### config.mk
export PLATFORM = sky130hd
export DESIGN_NAME = msi_cache_line
export DESIGN_NICKNAME = d
export VERILOG_FILES = /design/src/rtl/msi_cache_line.sv
export SDC_FILE = /design/constraint.sdc
export NUM_CORES = 1
export LEC_CHECK = 0
export CORE_ASPECT_RATIO = 1.4
export CORE_MARGIN = 1.5
export CORE_UTILIZATION = 45
export CTS_CLUSTER_DIAMETER = 200
export DETAILED_ROUTE_END_ITERATION = 8
export DONT_BUFFER_PORTS = 1
export PLACE_DENSITY = 0.62
export SLEW_MARGIN = 15
export SYNTH_ARGS = -nofsm -noshare
export SYNTH_HDL_FRONTEND = slang
export SYNTH_SLANG_ARGS = --single-unit
### constraint.sdc
create_clock -name clock -period 3.2 [get_ports clock]
set_clock_uncertainty 0.15 [all_clocks]
set_input_delay 0.64 -clock clock [delete_from_list [all_inputs] [get_ports clock]]
set_output_delay 0.64 -clock clock [all_outputs]
set_load 0.05 [all_outputs]
### src/rtl/msi_cache_line.sv
`default_nettype none
// ============================================================================
// Module      : msi_cache_line
// Description : Single-line MSI-coherent private cache for one CPU node.
//               Holds the line storage, the processor-side request FSM and
//               the bus snoop logic. Several instances share one broadcast
//               snoop bus.
//               Optional feature macro: STATS_EN (hit/miss counters).
// Revision    : 1.0 - initial release
// ============================================================================
module msi_cache_line #(
    parameter int ADDR_W = 3,
    parameter int DATA_W = 4,
    localparam int BUS_W = 3 + ADDR_W + DATA_W
) (
    input  logic              clock,
    input  logic              reset,
    input  logic              execute_instruction,
    input  logic              instruction,
    input  logic [ADDR_W-1:0] address,
    input  logic [DATA_W-1:0] data_in,
    output logic [DATA_W-1:0] data_out,
    output logic              done,
    input  logic [BUS_W-1:0]  bus_in,
    output logic [BUS_W-1:0]  bus_out,
    input  logic              fill_valid,
    input  logic [DATA_W-1:0] fill_data,
    output logic              writeback,
    output logic [ADDR_W-1:0] wb_address,
    output logic [DATA_W-1:0] wb_data,
    output logic [7:0]        hit_count,
    output logic [7:0]        miss_count
);

    // Line coherence states (2'b11 is never written and reads as Invalid)
    localparam logic [1:0] c_ST_INV = 2'b00;
    localparam logic [1:0] c_ST_SHR = 2'b01;
    localparam logic [1:0] c_ST_MOD = 2'b10;

    // Processor-side FSM encoding
    localparam logic [1:0] c_IDLE   = 2'b00;
    localparam logic [1:0] c_LOOKUP = 2'b01;
    localparam logic [1:0] c_WRITE  = 2'b10;
    localparam logic [1:0] c_BUS    = 2'b11;

    // Bus word bit positions
    localparam int c_RM_BIT  = BUS_W - 1;
    localparam int c_WM_BIT  = BUS_W - 2;
    localparam int c_INV_BIT = BUS_W - 3;

    logic [1:0]        r_fsm, w_fsm_next;
    logic [1:0]        r_line_state, w_line_state;
    logic [ADDR_W-1:0] r_tag, w_tag;
    logic [DATA_W-1:0] r_data, w_data;
    logic              r_instr;
    logic [ADDR_W-1:0] r_addr;
    logic [DATA_W-1:0] r_wdata;
    logic              r_inv_path, w_inv_path;
    logic [DATA_W-1:0] r_data_out, w_data_out;
    logic              r_done, w_done;
    logic [BUS_W-1:0]  r_bus_out, w_bus_out;
    logic              r_writeback, w_writeback;
    logic [ADDR_W-1:0] r_wb_address, w_wb_address;
    logic [DATA_W-1:0] r_wb_data, w_wb_data;
    logic              w_hit_inc, w_miss_inc;

    logic w_line_valid, w_hit, w_bus_valid, w_snoop_hit, w_stall, w_latch;
    logic w_unused_bus_data;

    assign w_line_valid = (r_line_state == c_ST_SHR) || (r_line_state == c_ST_MOD);
    assign w_hit        = w_line_valid && (r_tag == r_addr);
    assign w_bus_valid  = bus_in[c_RM_BIT] | bus_in[c_WM_BIT] | bus_in[c_INV_BIT];
    assign w_snoop_hit  = w_bus_valid && w_line_valid &&
                          (bus_in[DATA_W +: ADDR_W] == r_tag);
    // Processor work yields to the snoop; IDLE touches no line state so it never stalls
    assign w_stall      = w_snoop_hit && (r_fsm != c_IDLE);
    assign w_latch      = (r_fsm == c_IDLE) && execute_instruction;
    assign w_unused_bus_data = ^bus_in[DATA_W-1:0];

    // FSM state register
    always_ff @(posedge clock or posedge reset) begin
        if (reset) r_fsm <= c_IDLE;
        else       r_fsm <= w_fsm_next;
    end

    // FSM next-state logic
    always_comb begin
        w_fsm_next = r_fsm;
        if (!w_stall) begin
            case (r_fsm)
                c_IDLE:   if (execute_instruction) w_fsm_next = c_LOOKUP;
                c_LOOKUP: begin
                    if (w_hit && !r_instr)                      w_fsm_next = c_IDLE;
                    else if (w_hit && r_line_state == c_ST_MOD) w_fsm_next = c_WRITE;
                    else                                        w_fsm_next = c_BUS;
                end
                c_WRITE:  w_fsm_next = c_IDLE;
                default:  if (r_inv_path || fill_valid) w_fsm_next = c_IDLE;
            endcase
        end
    end

    // FSM outputs and line updates; snoop actions are applied last so they win
    always_comb begin
        w_line_state = r_line_state;
        w_tag        = r_tag;
        w_data       = r_data;
        w_inv_path   = r_inv_path;
        w_data_out   = r_data_out;
        w_done       = 1'b0;
        w_bus_out    = '0;
        w_writeback  = 1'b0;
        w_wb_address = r_wb_address;
        w_wb_data    = r_wb_data;
        w_hit_inc    = 1'b0;
        w_miss_inc   = 1'b0;
        if (!w_stall) begin
            case (r_fsm)
                c_LOOKUP: begin
                    if (w_hit) begin
                        w_hit_inc = 1'b1;
                        if (!r_instr) begin
                            w_data_out = r_data;
                            w_done     = 1'b1;
                        end else if (r_line_state == c_ST_MOD) begin
                            w_data = r_wdata;
                        end else begin
                            w_bus_out             = '0;
                            w_bus_out[c_INV_BIT]  = 1'b1;
                            w_bus_out[DATA_W +: ADDR_W] = r_addr;
                            w_inv_path            = 1'b1;
                        end
                    end else begin
                        w_miss_inc = 1'b1;
                        if (r_line_state == c_ST_MOD) begin
                            w_writeback  = 1'b1;
                            w_wb_address = r_tag;
                            w_wb_data    = r_data;
                        end
                        w_bus_out                   = '0;
                        w_bus_out[c_RM_BIT]         = !r_instr;
                        w_bus_out[c_WM_BIT]         = r_instr;
                        w_bus_out[DATA_W +: ADDR_W] = r_addr;
                        w_inv_path                  = 1'b0;
                    end
                end
                c_WRITE: begin
                    w_data_out = r_data;
                    w_done     = 1'b1;
                end
                c_BUS: begin
                    if (r_inv_path) begin
                        w_data       = r_wdata;
                        w_line_state = c_ST_MOD;
                        w_data_out   = r_wdata;
                        w_done       = 1'b1;
                    end else if (fill_valid) begin
                        w_tag        = r_addr;
                        w_data       = r_instr ? r_wdata : fill_data;
                        w_line_state = r_instr ? c_ST_MOD : c_ST_SHR;
                        w_data_out   = r_instr ? r_wdata : fill_data;
                        w_done       = 1'b1;
                    end
                end
                default: ;
            endcase
        end
        if (w_snoop_hit) begin
            if (bus_in[c_WM_BIT] || bus_in[c_INV_BIT]) begin
                if (bus_in[c_WM_BIT] && r_line_state == c_ST_MOD) begin
                    w_writeback  = 1'b1;
                    w_wb_address = r_tag;
                    w_wb_data    = r_data;
                end
                w_line_state = c_ST_INV;
            end else if (r_line_state == c_ST_MOD) begin
                w_writeback  = 1'b1;
                w_wb_address = r_tag;
                w_wb_data    = r_data;
                w_line_state = c_ST_SHR;
            end
        end
    end

    // Line storage, request latch and registered outputs
    always_ff @(posedge clock or posedge reset) begin
        if (reset) begin
            r_line_state <= c_ST_INV;
            r_tag        <= '0;
            r_data       <= '0;
            r_instr      <= 1'b0;
            r_addr       <= '0;
            r_wdata      <= '0;
            r_inv_path   <= 1'b0;
            r_data_out   <= '0;
            r_done       <= 1'b0;
            r_bus_out    <= '0;
            r_writeback  <= 1'b0;
            r_wb_address <= '0;
            r_wb_data    <= '0;
        end else begin
            if (w_latch) begin
                r_instr <= instruction;
                r_addr  <= address;
                r_wdata <= data_in;
            end
            r_line_state <= w_line_state;
            r_tag        <= w_tag;
            r_data       <= w_data;
            r_inv_path   <= w_inv_path;
            r_data_out   <= w_data_out;
            r_done       <= w_done;
            r_bus_out    <= w_bus_out;
            r_writeback  <= w_writeback;
            r_wb_address <= w_wb_address;
            r_wb_data    <= w_wb_data;
        end
    end

`ifdef STATS_EN
    logic [7:0] r_hit_count, r_miss_count;

    // Lookup statistics, wrapping at 255
    always_ff @(posedge clock or posedge reset) begin
        if (reset) begin
            r_hit_count  <= '0;
            r_miss_count <= '0;
        end else begin
            if (w_hit_inc)  r_hit_count  <= r_hit_count + 8'd1;
            if (w_miss_inc) r_miss_count <= r_miss_count + 8'd1;
        end
    end

    assign hit_count  = r_hit_count;
    assign miss_count = r_miss_count;
`else
    logic w_unused_stats;
    assign w_unused_stats = w_hit_inc | w_miss_inc;
    assign hit_count      = '0;
    assign miss_count     = '0;
`endif

    assign data_out   = r_data_out;
    assign done       = r_done;
    assign bus_out    = r_bus_out;
    assign writeback  = r_writeback;
    assign wb_address = r_wb_address;
    assign wb_data    = r_wb_data;

endmodule
`default_nettype wire

==> impl_metrics.env <==
export IMPL_wl_met3_um=338
export IMPL_final_cells=287
export IMPL_period_minus_slack_ns=2.51
export IMPL_routabilityCongestion=0.824
export IMPL_comb_power_share_pct=36.6
export IMPL_grtUsageTotal_pct=17.4
export IMPL_synth_top_area_share_pct=42.8
export IMPL_slew_headroom_pct=49.0
export IMPL_synth_ff_type="dfrtp_1"
export IMPL_cts_root_buf="clkbuf_8"
export IMPL_num_antenna_cells=0
export IMPL_grt_start_max_net_pins=21
export IMPL_synth_cells=221
export IMPL_p_clk_share_pct=17.0
export IMPL_die_area_mm2=0.00551
export IMPL_antenna_found_initial=0
export IMPL_yosysMostFrequentCell="dfrtp_1"
export IMPL_stdcell_area_mm2=0.00240
export IMPL_seq_power_share_pct=46.4
export IMPL_initial_utilization_pct=46.7
export IMPL_setup_viol=0
export IMPL_hold_viol=0
export IMPL_crit_arrival_ns=2.54
export IMPL_drt_pass1_iterations=4
export IMPL_p_sw_mw=1.30
export IMPL_slew_violations=0
export IMPL_power_leakage_nw=1.09
export IMPL_rr_startpoint="r_line_state[0]"
export IMPL_required_ns=3.23
export IMPL_synth_common_cells="dfrtp_1 (39), buf_4 (20), mux2_2 (15)"
export IMPL_r2r_cells=6
export IMPL_wl_met1_um=1800
export IMPL_ant_nets=0
export IMPL_wl_met2_um=2220
export IMPL_hold_class="in2async"
export IMPL_worst_pin_slew_ns=0.765
export IMPL_p_int_mw=1.55
export IMPL_cts_resized=0
export IMPL_setup_worst_path_start="r_line_state[0]"
export IMPL_post_route_period_util_pct=78.4
export IMPL_grt_pass1_wl_um=7360
export IMPL_grt_pass1_vias=1512
export IMPL_htree_num_levels=2
export IMPL_critPathKind="reg2reg"
export IMPL_synthDistinctLibCells=41
export IMPL_maxCapViolCount=0
export IMPL_cp_start_kind="flip-flop"
export IMPL_top_layer_used="met4"
export IMPL_swShare_pct=45.6
export IMPL_die_h_um=87.2
export IMPL_r2r_end="data_out[2]"
export IMPL_rrSetupSlack_ns=0.69
export IMPL_vias_per_cell=5.38
export IMPL_drc=0
export IMPL_fillers=467
export IMPL_drt_total_wl_um=4460
export IMPL_synthArstFlopShare_pct=100
export IMPL_die_x_um=63.2
export IMPL_ys_top_cells_by_area="dfrtp_1 (43%), mux2_2 (7.4%), buf_4 (6.6%), mux2i_1 (5.3%), ha_1 (3.3%)"
export IMPL_crit_path_max_fanout=8
export IMPL_clk_latency_ns=0.29
export IMPL_avgSynthCellArea_um2=10.3
export IMPL_synth_edf_count=0
export IMPL_cts_hold_buffers=0
export IMPL_port_buffers=0
export IMPL_coreArea_mm2=0.00488
export IMPL_clk_pin_slew_ns=0.08
export IMPL_synth_seq_area_share_pct=42.8
export IMPL_cp_end_kind="flip-flop"
export IMPL_rows=30
export IMPL_max_freq_ghz=0.399
export IMPL_area_growth_pct=5.32
export IMPL_drive_above_1_share_pct=15.7
export IMPL_dp_cells=279
export IMPL_wl_per_cell_um=15.5
export IMPL_total_power_mw=2.85
export IMPL_outcome="finished clean"
export IMPL_synth_top_area_cell="dfrtp_1"
export IMPL_dr_first_iter_drc_count=17
export IMPL_vias=1544
export IMPL_clkSinkCount=39
export IMPL_power_density_mw_per_mm2=1180
export IMPL_synth_cell_area_mm2=0.00228
export IMPL_yosys_warnings=0
export IMPL_cp_endpoint="data_out[2]"
export IMPL_ys_ff_latch=39
export IMPL_tns_ns=0
export IMPL_post_cts_buffers=0
export IMPL_rsz0062_at_grt="false"
export IMPL_cts_made_buffers=5
export IMPL_io_pins=65
export IMPL_cts_path_max_buffers=2
export IMPL_post_dp_hpwl_um=3390
export IMPL_ir_drop_mv=0.490
export IMPL_overflow=0
export IMPL_place_area_mm2=0.00227
export IMPL_fin_nets=254
export IMPL_cts_tree="yes"
layer usage:
metal | GRT usage [%] | vias up
li1 | - | 748
met1 | 20.8 | 720
met2 | 28.8 | 67
met3 | 5.17 | 9
met4 | 8.10 | 0
met5 | 0 | -
critical path, cell delays in order, from the launching register on:
cell and delay, ns:
dfrtp_1 0.37, inv_1 0.06, ha_1 0.31, or4_4 0.61
o21a_1 0.22, or3_4 0.38, mux2_4 0.31
logic make-up (layout without fill, tap and decap cells):
kind of cell | after synthesis | in the layout | share of synthesized area, %
and+or+nand+nor | 53 | 53 | 12.3
AOI/OAI and AO/OA | 43 | 43 | 12.3
DFF | 39 | 39 | 42.8
buffers and inverters | 39 | 22 | 10.1
muxes | 34 | 34 | 16.8
adders and majority gates | 6 | 6 | 3.29
xor gates and xnor gates | 6 | 6 | 2.30
other | 1 | 20 | 0.164
worst min path at each step:
stage,end,slack [ns],start
after floorplan,r_wdata[0],0.35,r_wdata[0]
after global placement,r_wdata[0],0.37,r_wdata[0]
after detailed placement,r_wdata[1],0.38,r_wdata[1]
after CTS,data_out[0],0.25,reset
after global routing,data_out[0],0.29,reset
final,data_out[0],0.22,reset
flip-flops by register name (all words and copies together) (netlist names):
name and flops:
writeback 1, r_line_state 2, r_data 4, data_out 4, done 1, r_inv_path 1
wb_data 4, r_tag 3, wb_address 3, r_addr 3, r_instr 1, bus_out 6
r_fsm 2, r_wdata 4
power by group through the flow:
stage / Sequential (mW) / Clock (mW) / Combinational (mW)
final: 1.32 / 0.482 / 1.04
after global routing: 1.35 / 0.520 / 1.17
after CTS: 1.32 / 0.500 / 1.05
after detailed placement: 1.33 / 0 / 1.04
after global placement: 1.33 / 0 / 1.03
after floorplan: 1.25 / 0 / 0.946
cell usage in the layout (no fill, tap or decap), drive strengths merged, types with 2 or more instances in the layout:
cell type,Yosys,routed
bufinv,0,2
a21oi,10,10
or4,2,2
xor2,6,6
o21a,4,4
a32oi,2,2
nand2b,2,2
ha,6,6
and3,3,3
clkbuf,7,6
buf,22,4
o221ai,2,2
dfrtp,39,39
nor3,9,9
mux2,22,22
a22oi,5,5
inv,10,10
or2,2,2
o21ai,6,6
nand2,10,10
a31oi,2,2
conb,1,20
nand3,6,6
nor4,2,2
or3,2,2
nor2,13,13
mux2i,12,12
o22ai,8,8
metrics by stage:
stage | hold slack [ns] | util, % | setup slack (ns)
detailed placement | 0.375 | 46.5 | 0.684
floorplan | 0.347 | - | 0.676
global placement | 0.367 | 46.5 | 0.702
CTS | 0.245 | 49.2 | 0.689
finish | 0.219 | 49.2 | 0.691
global route | 0.287 | 49.2 | 0.523
area by class of cell:
class | instances | area (um2) | share of cell area, %
clock buffer | 6 | 72.6 | 3.02
multi-input combinational | 162 | 1150 | 47.7
sequential | 39 | 976 | 40.6
tap | 64 | 80.1 | 3.33
clock inverter | 2 | 60.1 | 2.50
inverter | 10 | 37.5 | 1.56
timing repair buffer | 4 | 30.0 | 1.25
Note: power is estimated with default switching activity, not from simulation.
